<file path="config.mk">
export PLATFORM = sky130hd
export DESIGN_NAME = lossless_dequant
export DESIGN_NICKNAME = d
export VERILOG_FILES = /design/src/rtl/lossless_dequant.sv
export SDC_FILE = /design/constraint.sdc
export NUM_CORES = 2
export LEC_CHECK = 0
export BUFFER_PORTS_ARGS = -buffer_cell sky130_fd_sc_hd__buf_2
export CAP_MARGIN = 10
export CORE_MARGIN = 3
export CORE_UTILIZATION = 60
export DETAILED_ROUTE_END_ITERATION = 7
export PLACE_DENSITY = 0.76
export SYNTH_ARGS = -nofsm -noshare
export SYNTH_HDL_FRONTEND = slang
export SYNTH_SLANG_ARGS = --single-unit
export TNS_END_PERCENT = 20
</file>
<file path="constraint.sdc">
create_clock -name Clock -period 9 [get_ports Clock]
set_input_delay 1.8 -clock Clock [delete_from_list [all_inputs] [get_ports Clock]]
set_output_delay 1.8 -clock Clock [all_outputs]
set_load 0.02 [all_outputs]
</file>
<file path="src/rtl/lossless_dequant.sv">
// Bitstream decoder and dequantiser that writes 8x8 pre-IDCT blocks to SRAM in row-major order.
// Optional build macro LOSSLESS_DEQUANT_SAT_EN clamps each dequantised value to [-2048, 2047].
module lossless_dequant #(
    parameter logic [17:0] BITSTREAM_BASE = 18'd0,
    parameter logic [17:0] PRE_IDCT_BASE  = 18'd76800,
    parameter int          NUM_BLOCKS     = 2400,
    parameter int          BLOCKS_PER_ROW = 40
) (
    input  logic        Clock,
    input  logic        Resetn,
    input  logic        Enable,
    input  logic        quant_sel,
    output logic [17:0] SRAM_address,
    input  logic [15:0] SRAM_read_data,
    output logic [15:0] SRAM_write_data,
    output logic        SRAM_we_n,
    output logic        Done
);
    // state    | meaning
    // IDLE     | waiting for Enable
    // FILL     | loading the first two bitstream words
    // DECODE   | one code per cycle while >= 11 bits are buffered
    // REFILL   | fetching one bitstream word
    // WRITE    | 64 row-major writes of the block buffer
    // NEXT     | advance block index and clear the block
    // DONE     | one-cycle Done pulse
    typedef enum logic [2:0] {
        S_IDLE, S_FILL, S_DECODE, S_REFILL, S_WRITE, S_NEXT, S_DONE
    } state_t;

    localparam int BLK_W = $clog2(NUM_BLOCKS + 1);
    localparam int COL_W = $clog2(BLOCKS_PER_ROW + 1);

    localparam logic [5:0] ZZ [64] = '{
        6'd0,  6'd1,  6'd8,  6'd16, 6'd9,  6'd2,  6'd3,  6'd10,
        6'd17, 6'd24, 6'd32, 6'd25, 6'd18, 6'd11, 6'd4,  6'd5,
        6'd12, 6'd19, 6'd26, 6'd33, 6'd40, 6'd48, 6'd41, 6'd34,
        6'd27, 6'd20, 6'd13, 6'd6,  6'd7,  6'd14, 6'd21, 6'd28,
        6'd35, 6'd42, 6'd49, 6'd56, 6'd57, 6'd50, 6'd43, 6'd36,
        6'd29, 6'd22, 6'd15, 6'd23, 6'd30, 6'd37, 6'd44, 6'd51,
        6'd58, 6'd59, 6'd52, 6'd45, 6'd38, 6'd31, 6'd39, 6'd46,
        6'd53, 6'd60, 6'd61, 6'd54, 6'd47, 6'd55, 6'd62, 6'd63
    };

    state_t             state_q, state_d;
    logic [17:0]        addr_q, addr_d;
    logic [15:0]        wdata_q, wdata_d;
    logic               we_n_q, we_n_d;
    logic               done_q, done_d;
    logic [17:0]        fetch_addr_q, fetch_addr_d;
    logic [1:0]         pend_q, pend_d;
    logic [1:0]         fill_req_q, fill_req_d;
    logic [31:0]        buf_q, buf_d;
    logic [5:0]         cnt_q, cnt_d;
    logic [6:0]         k_q, k_d;
    logic [6:0]         widx_q, widx_d;
    logic               qsel_q, qsel_d;
    logic [BLK_W-1:0]   blk_left_q, blk_left_d;
    logic [COL_W-1:0]   col_q, col_d;
    logic [17:0]        row_base_q, row_base_d;
    logic [63:0]        nz_q, nz_d;
    logic [15:0]        coef_mem_q [64];

    logic               coef_we;
    logic [10:0]        top;
    logic [5:0]         pos_k;
    logic [3:0]         diag;
    logic [2:0]         sh;
    logic [15:0]        cext;
    logic [15:0]        deq_val;
    logic [3:0]         run_n;
    logic [6:0]         k_sum;
    logic [6:0]         k_run;
    logic [5:0]         len;
    logic [5:0]         wr_pos;
    logic [17:0]        wr_addr;
    logic [15:0]        wr_data;
`ifdef LOSSLESS_DEQUANT_SAT_EN
    logic [23:0]        shifted;
`endif

    assign top   = buf_q[31:21];
    assign pos_k = ZZ[k_q[5:0]];
    assign diag  = {1'b0, pos_k[5:3]} + {1'b0, pos_k[2:0]};

    always_comb begin
        unique case (diag)
            4'd0:       sh = 3'd3;
            4'd1:       sh = 3'd2;
            4'd2, 4'd3: sh = 3'd3;
            4'd4, 4'd5: sh = 3'd4;
            4'd6, 4'd7: sh = 3'd5;
            default:    sh = 3'd6;
        endcase
        if (qsel_q && (diag != 4'd0)) begin
            sh = sh - 3'd1;
        end
    end

    always_comb begin
        unique case (top[10:9])
            2'b00:   cext = {{13{top[8]}}, top[8:6]};
            2'b01:   cext = {{10{top[8]}}, top[8:3]};
            default: cext = {{7{top[8]}}, top[8:0]};
        endcase
`ifdef LOSSLESS_DEQUANT_SAT_EN
        shifted = {{8{cext[15]}}, cext} << sh;
        if ($signed(shifted) > 24'sd2047) begin
            deq_val = 16'd2047;
        end else if ($signed(shifted) < -24'sd2048) begin
            deq_val = 16'hF800;
        end else begin
            deq_val = shifted[15:0];
        end
`else
        deq_val = cext << sh;
`endif
    end

    // Zero runs that would cross the end of the block are truncated at 64.
    assign run_n = (top[7:5] == 3'd0) ? 4'd8 : {1'b0, top[7:5]};
    assign k_sum = k_q + {3'b000, run_n};
    assign k_run = (k_sum > 7'd64) ? 7'd64 : k_sum;

    assign wr_pos  = widx_q[5:0];
    assign wr_data = nz_q[wr_pos] ? coef_mem_q[wr_pos] : 16'h0000;
    assign wr_addr = row_base_q + 18'({col_q, 3'b000})
                   + (18'(wr_pos[5:3]) << 8) + (18'(wr_pos[5:3]) << 6)
                   + 18'(wr_pos[2:0]);

    always_comb begin
        state_d      = state_q;
        addr_d       = addr_q;
        wdata_d      = wdata_q;
        we_n_d       = 1'b1;
        done_d       = 1'b0;
        fetch_addr_d = fetch_addr_q;
        pend_d       = {pend_q[0], 1'b0};
        fill_req_d   = fill_req_q;
        buf_d        = buf_q;
        cnt_d        = cnt_q;
        k_d          = k_q;
        widx_d       = widx_q;
        qsel_d       = qsel_q;
        blk_left_d   = blk_left_q;
        col_d        = col_q;
        row_base_d   = row_base_q;
        nz_d         = nz_q;
        coef_we      = 1'b0;
        len          = 6'd0;

        if (pend_q[1]) begin
            buf_d = buf_q | ({SRAM_read_data, 16'h0000} >> cnt_q);
            cnt_d = cnt_q + 6'd16;
        end

        unique case (state_q)
            S_IDLE: begin
                if (Enable) begin
                    qsel_d       = quant_sel;
                    blk_left_d   = BLK_W'(NUM_BLOCKS);
                    col_d        = '0;
                    row_base_d   = PRE_IDCT_BASE;
                    k_d          = 7'd0;
                    widx_d       = 7'd0;
                    nz_d         = 64'd0;
                    buf_d        = 32'd0;
                    cnt_d        = 6'd0;
                    addr_d       = BITSTREAM_BASE;
                    fetch_addr_d = BITSTREAM_BASE + 18'd1;
                    pend_d[0]    = 1'b1;
                    fill_req_d   = 2'd1;
                    state_d      = S_FILL;
                end
            end
            S_FILL: begin
                if (fill_req_q != 2'd2) begin
                    addr_d       = fetch_addr_q;
                    fetch_addr_d = fetch_addr_q + 18'd1;
                    pend_d[0]    = 1'b1;
                    fill_req_d   = fill_req_q + 2'd1;
                end
                if (cnt_q == 6'd32) begin
                    state_d = S_DECODE;
                end
            end
            S_DECODE: begin
                if (k_q == 7'd64) begin
                    we_n_d  = 1'b0;
                    addr_d  = wr_addr;
                    wdata_d = wr_data;
                    widx_d  = widx_q + 7'd1;
                    state_d = S_WRITE;
                end else if (cnt_q < 6'd11) begin
                    addr_d       = fetch_addr_q;
                    fetch_addr_d = fetch_addr_q + 18'd1;
                    pend_d[0]    = 1'b1;
                    state_d      = S_REFILL;
                end else begin
                    if (top[10:9] != 2'b11) begin
                        coef_we     = 1'b1;
                        nz_d[pos_k] = 1'b1;
                        k_d         = k_q + 7'd1;
                        len         = (top[10:9] == 2'b00) ? 6'd5 :
                                      (top[10:9] == 2'b01) ? 6'd8 : 6'd11;
                    end else if (!top[8]) begin
                        k_d = k_run;
                        len = 6'd6;
                    end else begin
                        k_d = 7'd64;
                        len = 6'd3;
                    end
                    buf_d = buf_q << len;
                    cnt_d = cnt_q - len;
                end
            end
            S_REFILL: begin
                if (pend_q[1]) begin
                    state_d = S_DECODE;
                end
            end
            S_WRITE: begin
                if (widx_q == 7'd64) begin
                    state_d = S_NEXT;
                end else begin
                    we_n_d  = 1'b0;
                    addr_d  = wr_addr;
                    wdata_d = wr_data;
                    widx_d  = widx_q + 7'd1;
                end
            end
            S_NEXT: begin
                nz_d       = 64'd0;
                k_d        = 7'd0;
                widx_d     = 7'd0;
                blk_left_d = blk_left_q - BLK_W'(1);
                if (col_q == COL_W'(BLOCKS_PER_ROW - 1)) begin
                    col_d      = '0;
                    row_base_d = row_base_q + 18'd2560;
                end else begin
                    col_d = col_q + COL_W'(1);
                end
                if (blk_left_q == BLK_W'(1)) begin
                    done_d  = 1'b1;
                    state_d = S_DONE;
                end else begin
                    state_d = S_DECODE;
                end
            end
            S_DONE: begin
                state_d = S_IDLE;
            end
            default: begin
                state_d = S_IDLE;
            end
        endcase
    end

    always_ff @(posedge Clock) begin
        if (!Resetn) begin
            state_q      <= S_IDLE;
            addr_q       <= 18'd0;
            wdata_q      <= 16'd0;
            we_n_q       <= 1'b1;
            done_q       <= 1'b0;
            fetch_addr_q <= 18'd0;
            pend_q       <= 2'd0;
            fill_req_q   <= 2'd0;
            buf_q        <= 32'd0;
            cnt_q        <= 6'd0;
            k_q          <= 7'd0;
            widx_q       <= 7'd0;
            qsel_q       <= 1'b0;
            blk_left_q   <= '0;
            col_q        <= '0;
            row_base_q   <= 18'd0;
            nz_q         <= 64'd0;
        end else begin
            state_q      <= state_d;
            addr_q       <= addr_d;
            wdata_q      <= wdata_d;
            we_n_q       <= we_n_d;
            done_q       <= done_d;
            fetch_addr_q <= fetch_addr_d;
            pend_q       <= pend_d;
            fill_req_q   <= fill_req_d;
            buf_q        <= buf_d;
            cnt_q        <= cnt_d;
            k_q          <= k_d;
            widx_q       <= widx_d;
            qsel_q       <= qsel_d;
            blk_left_q   <= blk_left_d;
            col_q        <= col_d;
            row_base_q   <= row_base_d;
            nz_q         <= nz_d;
        end
    end

    // Stale entries are masked by nz_q, so the coefficient store needs no reset.
    always_ff @(posedge Clock) begin
        if (coef_we) begin
            coef_mem_q[pos_k] <= deq_val;
        end
    end

    assign SRAM_address    = addr_q;
    assign SRAM_write_data = wdata_q;
    assign SRAM_we_n       = we_n_q;
    assign Done            = done_q;
endmodule
</file>
==> Yosys cells after proc, flatten, opt, wreduce, memory -nomap -nowiden <==
Memory sizes are Yosys's and may differ from the RTL's. A register that Yosys moved wholly into a read port is not among the register bits.
Cells that the tools add are included.
{ "totals": {"reg_bits": 214, "latchBits": 0, "mem_bits_rw": 1024, "mem_bits_ro": 408, "input_bits": 20, "output_inout_bits": 36, "elab_cells": 192, "n_memories": 3} }
{ "classes": {"add_sub_neg": 16, "mul": 0, "div": 0, "magnitude_cmp": 6, "eq_ne": 26, "n_shift": 3, "muxes": 93, "bitwise_logic": 3, "n_reduce_logical": 25} }
{ "mem_list": {"columns": ["name", "depth", "word_bits", "read_ports", "rd_clocked_by_memory_dff", "write_ports", "line_no", "text"], "rows": [
  ["coef_mem_q", 64, 16, 1, 1, 1, "62", "logic [15:0] coef_mem_q [64];"],
  ["(name not given)", 64, 6, 1, 0, 0, "83", "assign pos_k = ZZ[k_q[5:0]];"],
  ["(name not given)", 8, 3, 1, 0, 0, "87", "unique case (diag)"]
]} }
{ "ops": {"columns": ["operator", "count"], "rows": [
  ["64-bit 2-to-1 mux", 4],
  ["18-bit 2-to-1 mux", 11],
  ["64-bit case mux with 3 select lines", 1],
  ["32-bit 2-to-1 mux", 4],
  ["6-bit 2-to-1 mux", 13],
  ["18-bit case mux with 4 select lines", 1],
  ["64-bit OR", 1],
  ["32-bit case mux with 2 select lines", 1],
  ["7-bit 2-to-1 mux", 8],
  ["18-bit case mux with 3 select lines", 1],
  ["16-bit 2-to-1 mux", 3],
  ["18-bit by 9-bit adder with 18-bit output", 2],
  ["18-bit case mux with 2 select lines", 1],
  ["32-bit OR", 1],
  ["16-bit case mux with 2 select lines", 1],
  ["32-bit by 6-bit << shifter with 32-bit output", 1],
  ["32-bit by 6-bit >> shifter with 32-bit output", 1],
  ["3-bit 2-to-1 mux", 10],
  ["2-bit inequality test (second input constant)", 14],
  ["7-bit case mux with 4 select lines", 1],
  ["12-bit case mux with 2 select lines", 1],
  ["6-bit case mux with 2 select lines", 2],
  ["7-bit case mux with 3 select lines", 1],
  ["5-bit AND reduction", 4],
  ["48 further kinds", 84]
]} }

==> Longest topological paths before layout <==
{ "logic_depth": {"ltp_word": 13, "depth_mapped": 22, "ltp_nobuf": 21} }

==> Worst setup path before layout <==
OpenSTA, ideal clock, no wires.
{ "synth_timing": {"kind": "reg2reg", "startpoint": "register k_q[0]", "endpoint": "memory coef_mem_q[0][12], data pin", "setup_ns": 0.702, "t_arrival_ns": 6.683, "required_time_ns": 8.298, "path_slack_ns": 1.616, "path_stages_with_launch": 23, "n_path_buf": 3, "synth_period_minus_slack_ns": 7.384, "path_cell_list": "dfxtp_1 > buf_2 > inv_1 > ha_1 > inv_1 > mux4_2 > o21ai_0 > a32oi_1 > buf_2 > ha_1 > inv_1 > fa_1 > xnor2_1 > nor2_1 > o21ai_0 > ha_1 > nand2_1 > inv_1 > o221a_2 > clkbuf_1 > a31oi_1 > nand2_1 > o21ai_0"} }
{ "synth_via": {"elab_chain_cells": 10, "elab_cells_between_ends": 12, "classes_between": "add/sub: 2; shift: 1; mux: 4; bitwise: 1; reduce/logical: 2; memory: 2"} }
{ "synth_rtl": {"columns": ["item", "line_no", "text"], "rows": [
  ["start, declared", "55", "logic [6:0] k_q, k_d;"],
  ["start signal, assigned", "289", "k_q <= k_d;"],
  ["6-bit inverter with 7-bit output (implied by the code) *", "83", null],
  ["memory 64 x 6 bit *", null, null],
  ["6-bit 2-to-1 mux (implied by the code) * (2 in a row)", "83", null],
  ["3-bit by 3-bit adder with 4-bit output *", "84", "assign diag = {1'b0, pos_k[5:3]} + {1'b0, pos_k[2:0]};"],
  ["memory 8 x 3 bit", null, null],
  ["3-bit 2-to-1 mux", "87", null],
  ["3-bit by 1-bit subtractor with 3-bit output", "96", "sh = sh - 3'd1;"],
  ["3-bit 2-to-1 mux *", "95", "if (qsel_q && (diag != 4'd0)) begin"],
  ["16-bit by 3-bit << shifter with 16-bit output *", "116", "deq_val = cext << sh;"],
  ["via deq_val[12]", "70", "logic [15:0] deq_val;"],
  ["end, declared", "62", null]
]} }
Mark *: on every way through the listed nets, which the timed path passes. The rest lies on a longest branch. The select of a mux whose other input is x is not followed.

==> Worst setup path after layout <==
{ "layout_timing": {"startpoint": "register k_q[0]", "endpoint": "memory coef_mem_q[59][14], data pin"} }
The elaborated chain is that of the path after synthesis.

==> run metrics <==
clk sink count=1235; asr flop ratio synth=0%; count leader, synth=edfxtp_1; Max FO, Critical Path=64; first-pass GRT wire length=206 mm; syn avg cell area=~15 sq um; 1st-iter DRT viols=4443; H-Tree Depth=3; gr usage total=between 20% and 30%; Setup violations, final=0; ranking of synthesized cells by area=edfxtp_1 (57%), mux4_2 (8.4%), dfxtp_1 (7.8%); R2R Setup Slk=2.14 ns; mux cell area share after synthesis=between 10% and 20%; Overflow after GRT=0; Post-synth EDFFs=roughly 1000; Worst VDD drop=0.163 mV; Worst setup SP type=flop; fin nets=3787; Final Hold Viols=0; final setup TNS=0 ns; FF+latch count, synth=1235; Synth Instances=3638; unrepaired setup endpoints after global routing=false; final WL=138 mm; die height=306 um; Clock Latency Late Sink=about 0.7 ns; ys flop type=edfxtp_1; post-CTS setup repair buffer count=0; P&R area growth vs syn=10.3%; main combinational cell family by area after synthesis=multiplexers; Synth Warn #=0; DRC Markers=0; fmax=0.146 GHz; outcome=finished, final reports clean; leading area contributor after synthesis=edfxtp_1; Synth top cells by count=edfxtp_1 (1024), nor2_1 (265), nand2_1 (230); Synth top area share=57.1%; Final WS setup=roughly 2.1 ns; DRT Pass-1 Iters=6; GPL Wtd Cong=a little over 0.9; WS Path Type=reg -> reg; port bufs=55; Arrival @ worst endpoint=7.18 ns; vias post-DR=33500; max-cap viol count=0; synthesized cell area=53900 sq um; Worst-path clk slew=0.06 ns; Req. time, crit path=9.33 ns; layout cells sized above 1=19.0%; CTS Buf Count=~120; post-CTS resize count=0; Final Max Tran Viols=0; Finished Cell Area=59400 sq um; compound-cell area share of the yosys netlist=around 9%; adder-cell share of the synthesized area=1.58%; CTS tree=yes; crit path capture type=flop; Std-Cell Rows=109; Cell variety after synth=104; IO Pins=56; core box area=88600 sq um; cell area after placement=55600 sq um; DP HPWL=82.3 mm; Post-Synth XOR/XNOR Area=0.781%; initial antenna violation count=4; Slew @ Worst Pin=1.32 ns; fin crit period=6.86 ns; vias in the first global route=32500; DR vias/cell=6.75; Die ar.=93400 sq um; period utilisation layout=76.2%; pwr/cell area=195 nW/um^2; clk buf depth=3; DIE WIDTH=306 um; largest net degree at the start of global routing=approximately 110; cts-stage hold buffer count=0; WHS=0.446 ns; fillcell total=6011; Post-DRT Antenna Nets=0; Setup WS pre-CTS=2.27 ns; Synth Area in Simple Gates=6.89%; starting density of the core=60.8%; Root Buffer Master=clkbuf_16; non-filler cells, final=4965; placed cells=4746; Wirelength per Cell=between 20 and 30 um; Pleak=19.2 nW; sequential-to-total area share from yosys stat=64.9%; Slew headroom=10.0%; Worst Skew=0.0529 ns; path type of the worst min-delay path=reg -> reg
-- cells in the final DEF (no fill, tap or decap), types with 60 or more instances in the layout --
cell / count
ha_1: 60
mux4_2: 200
clkbuf_16: 120
a21oi_1: 143
nor2_1: 250
buf_4: 118
edfxtp_1: 1024
dfxtp_1: 207
nand2_1: 230
a22oi_1: 69
o21ai_0: 146
mux2i_1: 210
mux2_2: 97
-- final timing paths --
path	from	to	cells after the start
setup reg to reg	k_q[0]	coef_mem_q[59][14]	18
setup / recovery	k_q[0]	coef_mem_q[59][14]	18
hold / removal	nz_q[42]	nz_q[42]	2
hold reg to reg	nz_q[42]	nz_q[42]	2
-- metal layers --
layer | GRT usage (%) | vias to the layer above | wire [um]
li1 | - | 14400 | -
met1 | 41.3 | 16900 | 53000
met2 | 46.8 | 1842 | 66200
met3 | 5.04 | 322 | 13600
met4 | 10.3 | 2 | 4670
met5 | 0 | - | 13
-- kinds of logic after synthesis --
kind of cell               Yosys count
buffers and inverters              289
other                                1
xor gates and xnor gates            48
AOI/OAI and AO/OA                  707
DFF                               1235
adders and majority gates           65
and+or+nand+nor                    780
muxes                              513
-- sequential cells by signal, indices dropped and copies added (netlist names), named ones only --
signal / cells
fill_req_q: 2
SRAM_we_n: 1
cnt_q: 6
buf_q: 32
widx_q: 7
SRAM_address: 18
Done: 1
row_base_q: 9
pend_q: 2
nz_q: 64
qsel_q: 1
blk_left_q: 12
k_q: 7
fetch_addr_q: 18
coef_mem_q: 1024
SRAM_write_data: 16
state_q: 3
col_q: 6
-- worst max-delay path, stage by stage, from the launching register on --
cell	delay [ns]
dfxtp_1	0.69
inv_1	0.34
ha_1	0.48
a2bb2oi_1	0.19
nor2_1	0.06
o41a_2	0.67
clkinv_4	0.16
ha_1	0.17
inv_1	0.06
fa_1	0.77
inv_1	0.22
o21ai_0	0.28
ha_1	0.28
nand2_1	0.09
inv_1	0.06
o221ai_1	0.50
and3_1	0.28
nand2_1	0.07
mux2_2	1.00
-- final cells by class --
cell class                      instances  area [sq um]  share of cell area (%)
Sequential cell                      1235         35000                    58.9
Tap cell                             1165          1460                    2.45
Clock inverter                         63           644                    1.08
Clock buffer                          154          3160                    5.32
Multi-Input combinational cell       2116         17700                    29.8
Timing Repair Buffer                  175          1200                    2.02
Antenna cell                            2          5.00                 0.00843
Inverter                               55           214                   0.360
-- power breakdown --
group | internal (W) | switching, W | leakage (nW)
registers | 0.00621 | 0.0000337 | 11.2
clock network | 0.00276 | 0.00213 | 1.87
logic | 0.000133 | 0.000325 | 6.12
-- per-stage QoR --
stage,util (%),total power [W]
6_report,67.0,0.0116
5_1_grt,67.0,0.0119
4_1_cts,67.0,0.0116
3_5_place_dp,62.7,0.00681
3_3_place_gp,62.7,0.00680
2_1_floorplan,-,0.00667
Note: power is estimated with default switching activity, not from simulation.
